==> src/rtl/fetch_decode.sv <==
// Fetch/decode sequencer: fetches one instruction byte per request and decodes it for one EXEC cycle.
// pc advances (or jumps to r0 on a taken condition) at the end of EXEC.
module fetch_decode (
    input  logic       clk,
    input  logic       reset,
    output logic       instr_req,
    output logic [7:0] pc,
    input  logic [7:0] instr_in,
    input  logic       instr_valid,
    input  logic [7:0] r0_in,
    input  logic [7:0] r3_in,
    output logic [2:0] src_a,
    output logic [2:0] src_b,
    output logic [2:0] dst,
    output logic       write_enable,
    output logic [1:0] wb_sel,
    output logic [7:0] imm_out,
    output logic [2:0] alu_op
);

    typedef enum logic [1:0] {StIdle, StFetch, StExec} state_e;

    state_e     state_q;
    logic [7:0] pc_q;
    logic [7:0] ir_q;
    logic       cond_met;
    logic       we_dec;

    // r3 is treated as signed: bit 7 is the sign.
    always_comb begin
        cond_met = 1'b0;
        case (ir_q[2:0])
            3'b000:  cond_met = 1'b0;
            3'b001:  cond_met = (r3_in == 8'h00);
            3'b010:  cond_met = r3_in[7];
            3'b011:  cond_met = r3_in[7] || (r3_in == 8'h00);
            3'b100:  cond_met = 1'b1;
            3'b101:  cond_met = (r3_in != 8'h00);
            3'b110:  cond_met = !r3_in[7];
            default: cond_met = !r3_in[7] && (r3_in != 8'h00);
        endcase
    end

    always_ff @(posedge clk) begin
        if (reset) begin
            state_q <= StIdle;
            pc_q    <= 8'h00;
            ir_q    <= 8'h00;
        end else begin
            case (state_q)
                StIdle: state_q <= StFetch;
                StFetch: begin
                    if (instr_valid) begin
                        ir_q    <= instr_in;
                        state_q <= StExec;
                    end
                end
                StExec: begin
                    if (ir_q[7:6] == 2'b11 && cond_met) pc_q <= r0_in;
                    else                                pc_q <= pc_q + 8'd1;
                    state_q <= StFetch;
                end
                default: state_q <= StIdle;
            endcase
        end
    end

    always_comb begin
        src_a   = 3'd0;
        src_b   = 3'd0;
        dst     = 3'd0;
        alu_op  = 3'd0;
        wb_sel  = 2'b00;
        imm_out = 8'h00;
        we_dec  = 1'b0;
        if (state_q == StExec) begin
            case (ir_q[7:6])
                2'b00: begin
                    imm_out = {2'b00, ir_q[5:0]};
                    we_dec  = 1'b1;
                end
                2'b01: begin
                    src_a  = 3'd1;
                    src_b  = 3'd2;
                    dst    = 3'd3;
                    alu_op = ir_q[2:0];
                    wb_sel = 2'b01;
                    we_dec = 1'b1;
                end
                2'b10: begin
                    src_a  = ir_q[5:3];
                    dst    = ir_q[2:0];
                    wb_sel = 2'b10;
                    we_dec = 1'b1;
                end
                default: we_dec = 1'b0;
            endcase
        end
    end

    // Reset during EXEC aborts the write on the very edge that would commit it.
    assign write_enable = we_dec && !reset;
    assign instr_req    = (state_q == StFetch);
    assign pc           = pc_q;

endmodule

==> config.mk <==
export PLATFORM = sky130hd
export DESIGN_NAME = fetch_decode
export DESIGN_NICKNAME = d
export VERILOG_FILES = /design/src/rtl/fetch_decode.sv
export SDC_FILE = /design/constraint.sdc
export NUM_CORES = 1
export LEC_CHECK = 0
export CAP_MARGIN = 20
export CORE_MARGIN = 8
export CORE_UTILIZATION = 40
export CTS_CLUSTER_SIZE = 40
export DETAILED_ROUTE_END_ITERATION = 6
export PLACE_DENSITY_LB_ADDON = 0.05
export SYNTH_ARGS = -nofsm -noshare
export SYNTH_HDL_FRONTEND = slang
export SYNTH_SLANG_ARGS = --single-unit
==> constraint.sdc <==
create_clock -name clk -period 1.87 [get_ports clk]
set_input_delay 0.374 -clock clk [delete_from_list [all_inputs] [get_ports clk]]
set_output_delay 0.374 -clock clk [all_outputs]
set_load 0.01 [all_outputs]
==> results of run 1 <==
## synth_stat cells (all sizes together) (2+ instances only)
master	count	area, sq um
a31oi	7	43.79
a21oi	12	60.06
and3	14	87.58
buf	5	41.29
and2	5	31.28
nand4	4	25.02
nand2	21	78.83
nor2	7	26.28
a2bb2oi	2	17.52
o21ai	5	25.02
nor2b	5	31.28
inv	3	11.26
dfxtp	18	360.4
nor3b	4	30.03
clkbuf	7	26.28
nor4	2	27.53
o211ai	2	15.01
ha	7	87.58
nand3	13	65.06
nor3	4	31.28
## routing by layer
layer | share of wire (%) | routed length [microns]
met4 | 1.0 | 41
met3 | 9.1 | 369
met2 | 51 | 2067
met5 | 0 | 0
met1 | 39 | 1574
## timing repair
action / CTS / global route
gates cloned: 1 / 1
setup endpoints to repair: 20 / 19
endpoints found under the hold margin: 0 / 0
pin swaps: 0 / 5
gates resized for setup: 25 / 27
buffers inserted: 0 / 0
## layout by cell type, fill, tap and decap left out, types with 3 or more instances in the layout
master / netlist / routed
a21oi_1: 12 / 12
a31oi_1: 7 / 7
and2_1: 5 / 5
and3_1: 14 / 14
buf_4: 4 / 14
clkbuf_4: 0 / 3
clkdlybuf4s50_1: 0 / 33
conb_1: 1 / 4
dfxtp_1: 18 / 16
dlygate4sd2_1: 0 / 5
dlymetal6s2s_1: 0 / 10
ha_1: 7 / 3
nand2_1: 21 / 20
nand3_1: 13 / 13
nand4_1: 4 / 4
nor2_1: 7 / 6
nor2b_1: 5 / 4
nor3b_1: 4 / 3
o21ai_0: 5 / 5
## cell families after synthesis
kind of cell,count (synthesis),share of synthesized area (%)
flops,18,30.00
compound gates,31,15.31
fa+ha+maj,7,7.291
buf+inv,15,6.563
simple gates,83,38.96
other cells,1,0.3122
mux,1,0.8334
xor+xnor,1,0.7293
## worst max-delay path, cell delays in order, from the launching register on
cell             delay (ns)
dfxtp_2                0.36
inv_1                  0.09
ha_2                   0.25
and2_1                 0.14
clkdlybuf4s50_1        0.53
## cell type report
class                           count  share of cell area (%)
Tap cell                           33                   2.074
Inverter                            3                  0.5657
Clock buffer                        4                   1.823
Sequential cell                    18                   18.23
Multi-Input combinational cell    127                   41.80
Timing Repair Buffer               71                   35.51
## power by group
part | total (uW) | switching (uW) | internal (uW)
combinational | 200 | 88.2 | 111
sequential | 423 | 21.1 | 402
clock | 259 | 140 | 119
## state kept, by name, summed over array words and instances, names as in the netlist
name	cells
ir_q	8
pc	8
state_q	2
## through the flow
step                setup TNS (ns)  util (%)  area, sq um  std cells
finish                     -0.1631     67.42         1991        256
global route               -0.2567     67.42         1991        256
CTS                         -1.734     64.53         1906        255
detailed placement          -1.105     62.71         1852        250
global placement           -0.7947     62.71         1852        250
floorplan                        0         -         1212        160
## worst paths after layout
path                         from                    to  cells after the start
max          ir_q[6]$_SDFFE_PP0P_             wb_sel[1]                      4
min          ir_q[3]$_SDFFE_PP0P_  ir_q[3]$_SDFFE_PP0P_                      2
max reg2reg  ir_q[7]$_SDFFE_PP0P_    pc[1]$_SDFFE_PP0P_                      9
min reg2reg  ir_q[3]$_SDFFE_PP0P_  ir_q[3]$_SDFFE_PP0P_                      2
==> summary.md, run 1 <==
| Metric | Value |
|---|---|
| Status | complete, but fails checks |
| Failing checks | setup timing |
| Dpl hpwl | 2926 microns |
| Syn Inst Count | 157 |
| Clk_lat worst skew | 0.30 ns |
| Met1 Use GR | 14.91% |
| Die ar. | 5013 sq um |
| Avg WL per Cell | 15.83 microns |
| WHS | 0.4807 ns |
| Die Ht | 70.80 microns |
| Htree depth | 1 |
| Max-cap violations | 0 |
| Flop2flop setup slack | 0.11 ns |
| Slew Limit Fails | 0 |
| CTS tree | yes |
| Sequential element share of the synthesized area | 30.00% |
| Total gr overflow | 0 |
| Final nets | 258 |
| Vias/cell | 5.496 |
| EDFF count, synth | 0 |
| Syn_area_per_cell | 7.651 sq um |
| Global-route wire length before repair | 6189 microns |
| Post-synthesis cell area | 1201 sq um |
| Synth unique cells | 33 |
| Design Power | 881.5 uW |
| Final Hold Viols | 0 |
| Max IR drop VDD | 0.2220 mV |
| Required @ worst endpoint | 1.50 ns |
| Ys flop type | dfxtp_1 |
| Finish-stage setup viols | 1 |
| Area Overhead vs Synth | 65.73% |
| Worst setup EP type | primary output |
| Largest net degree at the start of global routing | 20 |
| Pre-antenna DRT Iters | 5 |
| # DRC | 0 |
| Setup slack at placement | -0.1899 ns |
| Post-Route WL | 4052 microns |
| Via count | 1407 |
| Startpoint types | register |
| Initial core utilization | 40.68% |
| CP Data Arrival Time | 1.66 ns |
| 1st-iter DRT viols | 90 |
| Share of async-settable or async-resettable flops after synthesis | 0% |
| Final setup skew | 0.008829 ns |
| Multi-input gate area in the final layout | 832.0 sq um |
| Final period util | 108.7% |
| Setup ws final | -0.1631 ns |
| Post-route ant nets | 0 |
| Most used routing layer | met2 |
| Initial antenna violation count | 0 |
| Routability cong. | 0.8016 |
| Antenna cells | 0 |
| Vias in the first global route | 1369 |
| GRT Util Overall | 15.01% |
| Standard-cell rows | 20 |
| Hold crit path type | reg -> reg |
| Leakage power | 0.0009691 uW |
| RSZ-0062 raised after global routing | yes |
| CTS Root Buffer Type | clkbuf_4 |
| Min Tclk post-route | 2.033 ns |
| Max Fclk | 491.9 MHz |
| Clock tree buffer depth | 2 |
| Fillers | 255 |
| FF/Latch Area | 362.8 sq um |
| Met3 Track Usage GR | 6.780% |
| Worst setup path category | reg -> out |
| Post-CTS Hold Buffers | 0 |
| Number of port buffers | 54 |
| # IOs | 59 |
| Pwr Density | 442.8 nW/um^2 |
| Clock-pin slew on the worst setup and hold paths | 0.11 ns |
| #FFs+latches synth | 18 |
| Core Region | 2953 sq um |
| Die width | 70.80 microns |
| Met2 Use GR | 26.78% |
| Share of cells above drive strength 1 | 18.39% |
| CTS Sinks | 18 |
| Yosys warning count | 0 |
| Num CTS Buffers | 3 |
| CP Max Fanout | 7 |
Note: power is estimated with default switching activity, not from simulation.
==> inputs of run 2 (changes only) <==
CELL_PAD_IN_SITES_DETAIL_PLACEMENT = 1   (was default)
CELL_PAD_IN_SITES_GLOBAL_PLACEMENT = 1   (was default)
CORE_MARGIN = default   (was 8)
CORE_UTILIZATION = 27   (was 40)
==> summary.md, run 2 (synthesis gave the netlist of run 1 again) <==
| Metric | Value |
|---|---|
| Die width | 68.70 microns |
| Met1 Use GR | 21.58% |
| Final period util | 97.53% |
| Area Overhead vs Synth | 75.73% |
| Commonest non-fill, non-tap cell in the layout | clkdlybuf4s50_1 |
| Min Tclk post-route | 1.824 ns |
| # IOs | 59 |
| CP Data Arrival Time | 1.45 ns |
| Via count | 1445 |
| Combinational Power Share | 21.6% |
| Core Region | 4144 sq um |
| CP Depth | 6 |
| P_sw | 258.1 uW |
| Dpl hpwl | 3155 microns |
| R2r startpoint | ir_q[7]$_SDFFE_PP0P_ |
| Status | finished clean |
| Capturing point of the worst reg2reg path | pc[7]$_SDFFE_PP0P_ |
| Slew Limit Fails | 0 |
| Leakage power | 0.001070 uW |
| Slowest CP cell | dfxtp_4 |
| CP delay by family, top | buffers and inverters |
| Worst setup path category | reg -> out |
| Post-route ant nets | 0 |
| Slowest stage delay, CP | 0.36 ns |
| CP bufs+invs | 3 |
| Met2 Use GR | 35.29% |
| Int Pwr | 704.0 uW |
| Die ar. | 4720 sq um |
| Num CTS Buffers | 3 |
| Standard-cell rows | 23 |
| Required @ worst endpoint | 1.50 ns |
| Avg WL per Cell | 15.46 microns |
| Startpoint types | register |
| Crit path to | src_a[0] |
| Setup ws final | 0.04627 ns |
| Finish-stage setup viols | 0 |
| Htree depth | 1 |
| Clock tree buffer depth | 2 |
| Most frequent cells in the layout | clkdlybuf4s50_1 (31), nand2_1 (21), buf_4 (19), dfxtp_1 (16), and3_1 (14) |
| Worst r2r path cells | 8 |
| Sw Share | 26.82% |
| Clk_lat worst skew | 0.25 ns |
| Most used routing layer | met2 |
| CTS Root Buffer Type | clkbuf_8 |
| Total gr overflow | 0 |
| Hold crit path type | reg -> reg |
| Pre-antenna DRT Iters | 4 |
| Initial core utilization | 28.99% |
| Die Ht | 68.70 microns |
| Design area | 2111 sq um |
| Max-cap violations | 0 |
| Post-DP Area | 1881 sq um |
| Clock-pin slew on the worst setup and hold paths | 0.08 ns |
| GRT Util Overall | 18.76% |
| Setup slack at placement | -0.2824 ns |
| Pwr Density | 455.8 nW/um^2 |
| Final nets | 263 |
| Share of cells above drive strength 1 | 19.74% |
| Seq pwr share | 44.0% |
| 1st-iter DRT viols | 81 |
| Antenna cells | 0 |
| Max Fclk | 548.3 MHz |
| Global-route wire length before repair | 6506 microns |
| Post-Route WL | 4297 microns |
| CP most frequent cell | buf_4 |
| Initial antenna violation count | 0 |
| Worst path cell trace | buf_4 > ha_4 > buf_4 > a21oi_2 > nor2_1 > clkdlybuf4s15_1 |
| Met3 Track Usage GR | 3.454% |
| Number of port buffers | 54 |
| Max IR drop VDD | 0.2711 mV |
| # DRC | 0 |
| Routability cong. | 0.7354 |
| CP Max Fanout | 6 |
| WHS | 0.4704 ns |
| Clock group share of total power | 34.4% |
| Vias in the first global route | 1426 |
| Critical Path Source | ir_q[6]$_SDFFE_PP0P_ |
| Flop2flop setup slack | 0.09 ns |
| Final Hold Viols | 0 |
| Worst setup EP type | primary output |
| CTS Sinks | 18 |
| Vias/cell | 5.198 |
| CTS tree | yes |
| Final setup skew | 0.002001 ns |
| Largest net degree at the start of global routing | 20 |
## run 2: cell count changes in the layout (fill, tap and decap cells not counted), moves of 3 or more
cell / previous run / this run
clkbuf_4: 3 / 0
clkbuf_8: 1 / 4
dlymetal6s2s_1: 10 / 13
buf_4: 14 / 19
## run 2: metrics by stage
step	power (uW)	util, %	cells	setup TNS (ns)
floorplan	508.6	-	160	0
global placement	617.3	45.38	268	-1.661
detailed placement	625.4	45.38	268	-2.608
CTS	959.6	48.16	275	-2.068
global route	1008	50.94	278	-0.001732
finish	962.1	50.94	278	0
## run 2: power by group through the flow
stage | Sequential [uW] | Clock, uW | Combinational [uW]
after CTS | 424 | 340 | 196
after global placement | 430 | 0 | 187
after floorplan | 431 | 0 | 78.1
after global routing | 427 | 354 | 227
final | 423 | 331 | 208
after detailed placement | 431 | 0 | 194
## run 2: worst min path at each step
stage	from	end	cells after the start
after CTS	ir_q[5]$_SDFFE_PP0P_	ir_q[5]$_SDFFE_PP0P_	2
after global routing	ir_q[4]$_SDFFE_PP0P_	ir_q[4]$_SDFFE_PP0P_	2
after global placement	ir_q[5]$_SDFFE_PP0P_	ir_q[5]$_SDFFE_PP0P_	2
final	ir_q[4]$_SDFFE_PP0P_	ir_q[4]$_SDFFE_PP0P_	2
after detailed placement	ir_q[5]$_SDFFE_PP0P_	ir_q[5]$_SDFFE_PP0P_	2
after floorplan	ir_q[4]$_SDFFE_PP0P_	ir_q[4]$_SDFFE_PP0P_	2
## run 2: worst reg2reg max path, delay by kind of cell, from the launching register on
kind | cells | cell delay (ns)
and+or+nand+nor | 3 | 0.55
DFF | 1 | 0.37
buffers and inverters | 2 | 0.30
AOI/OAI and AO/OA | 2 | 0.27
adders and majority gates | 1 | 0.16
## run 2: routing by layer
layer / routed length (microns) / share of wire [%]
met4: 36 / 0.84
met2: 2275 / 53
met3: 196 / 4.6
met5: 0 / 0
met1: 1789 / 42
## run 2: final cells by class
cell class                 count  area, sq um
sequential                    18        367.9
inverter                       3        13.76
tap                           50        62.56
timing repair buffer          76        755.7
clock buffer                   4        55.05
fill                         504         2033
multi-input combinational    127        855.8
## run 2: what timing repair did
item,4_1_cts,5_1_grt
gates cloned,1,0
gates resized for setup,20,34
pin swaps,3,5
setup buffers,2,3
hold buffers,0,0
setup endpoints to repair,22,21
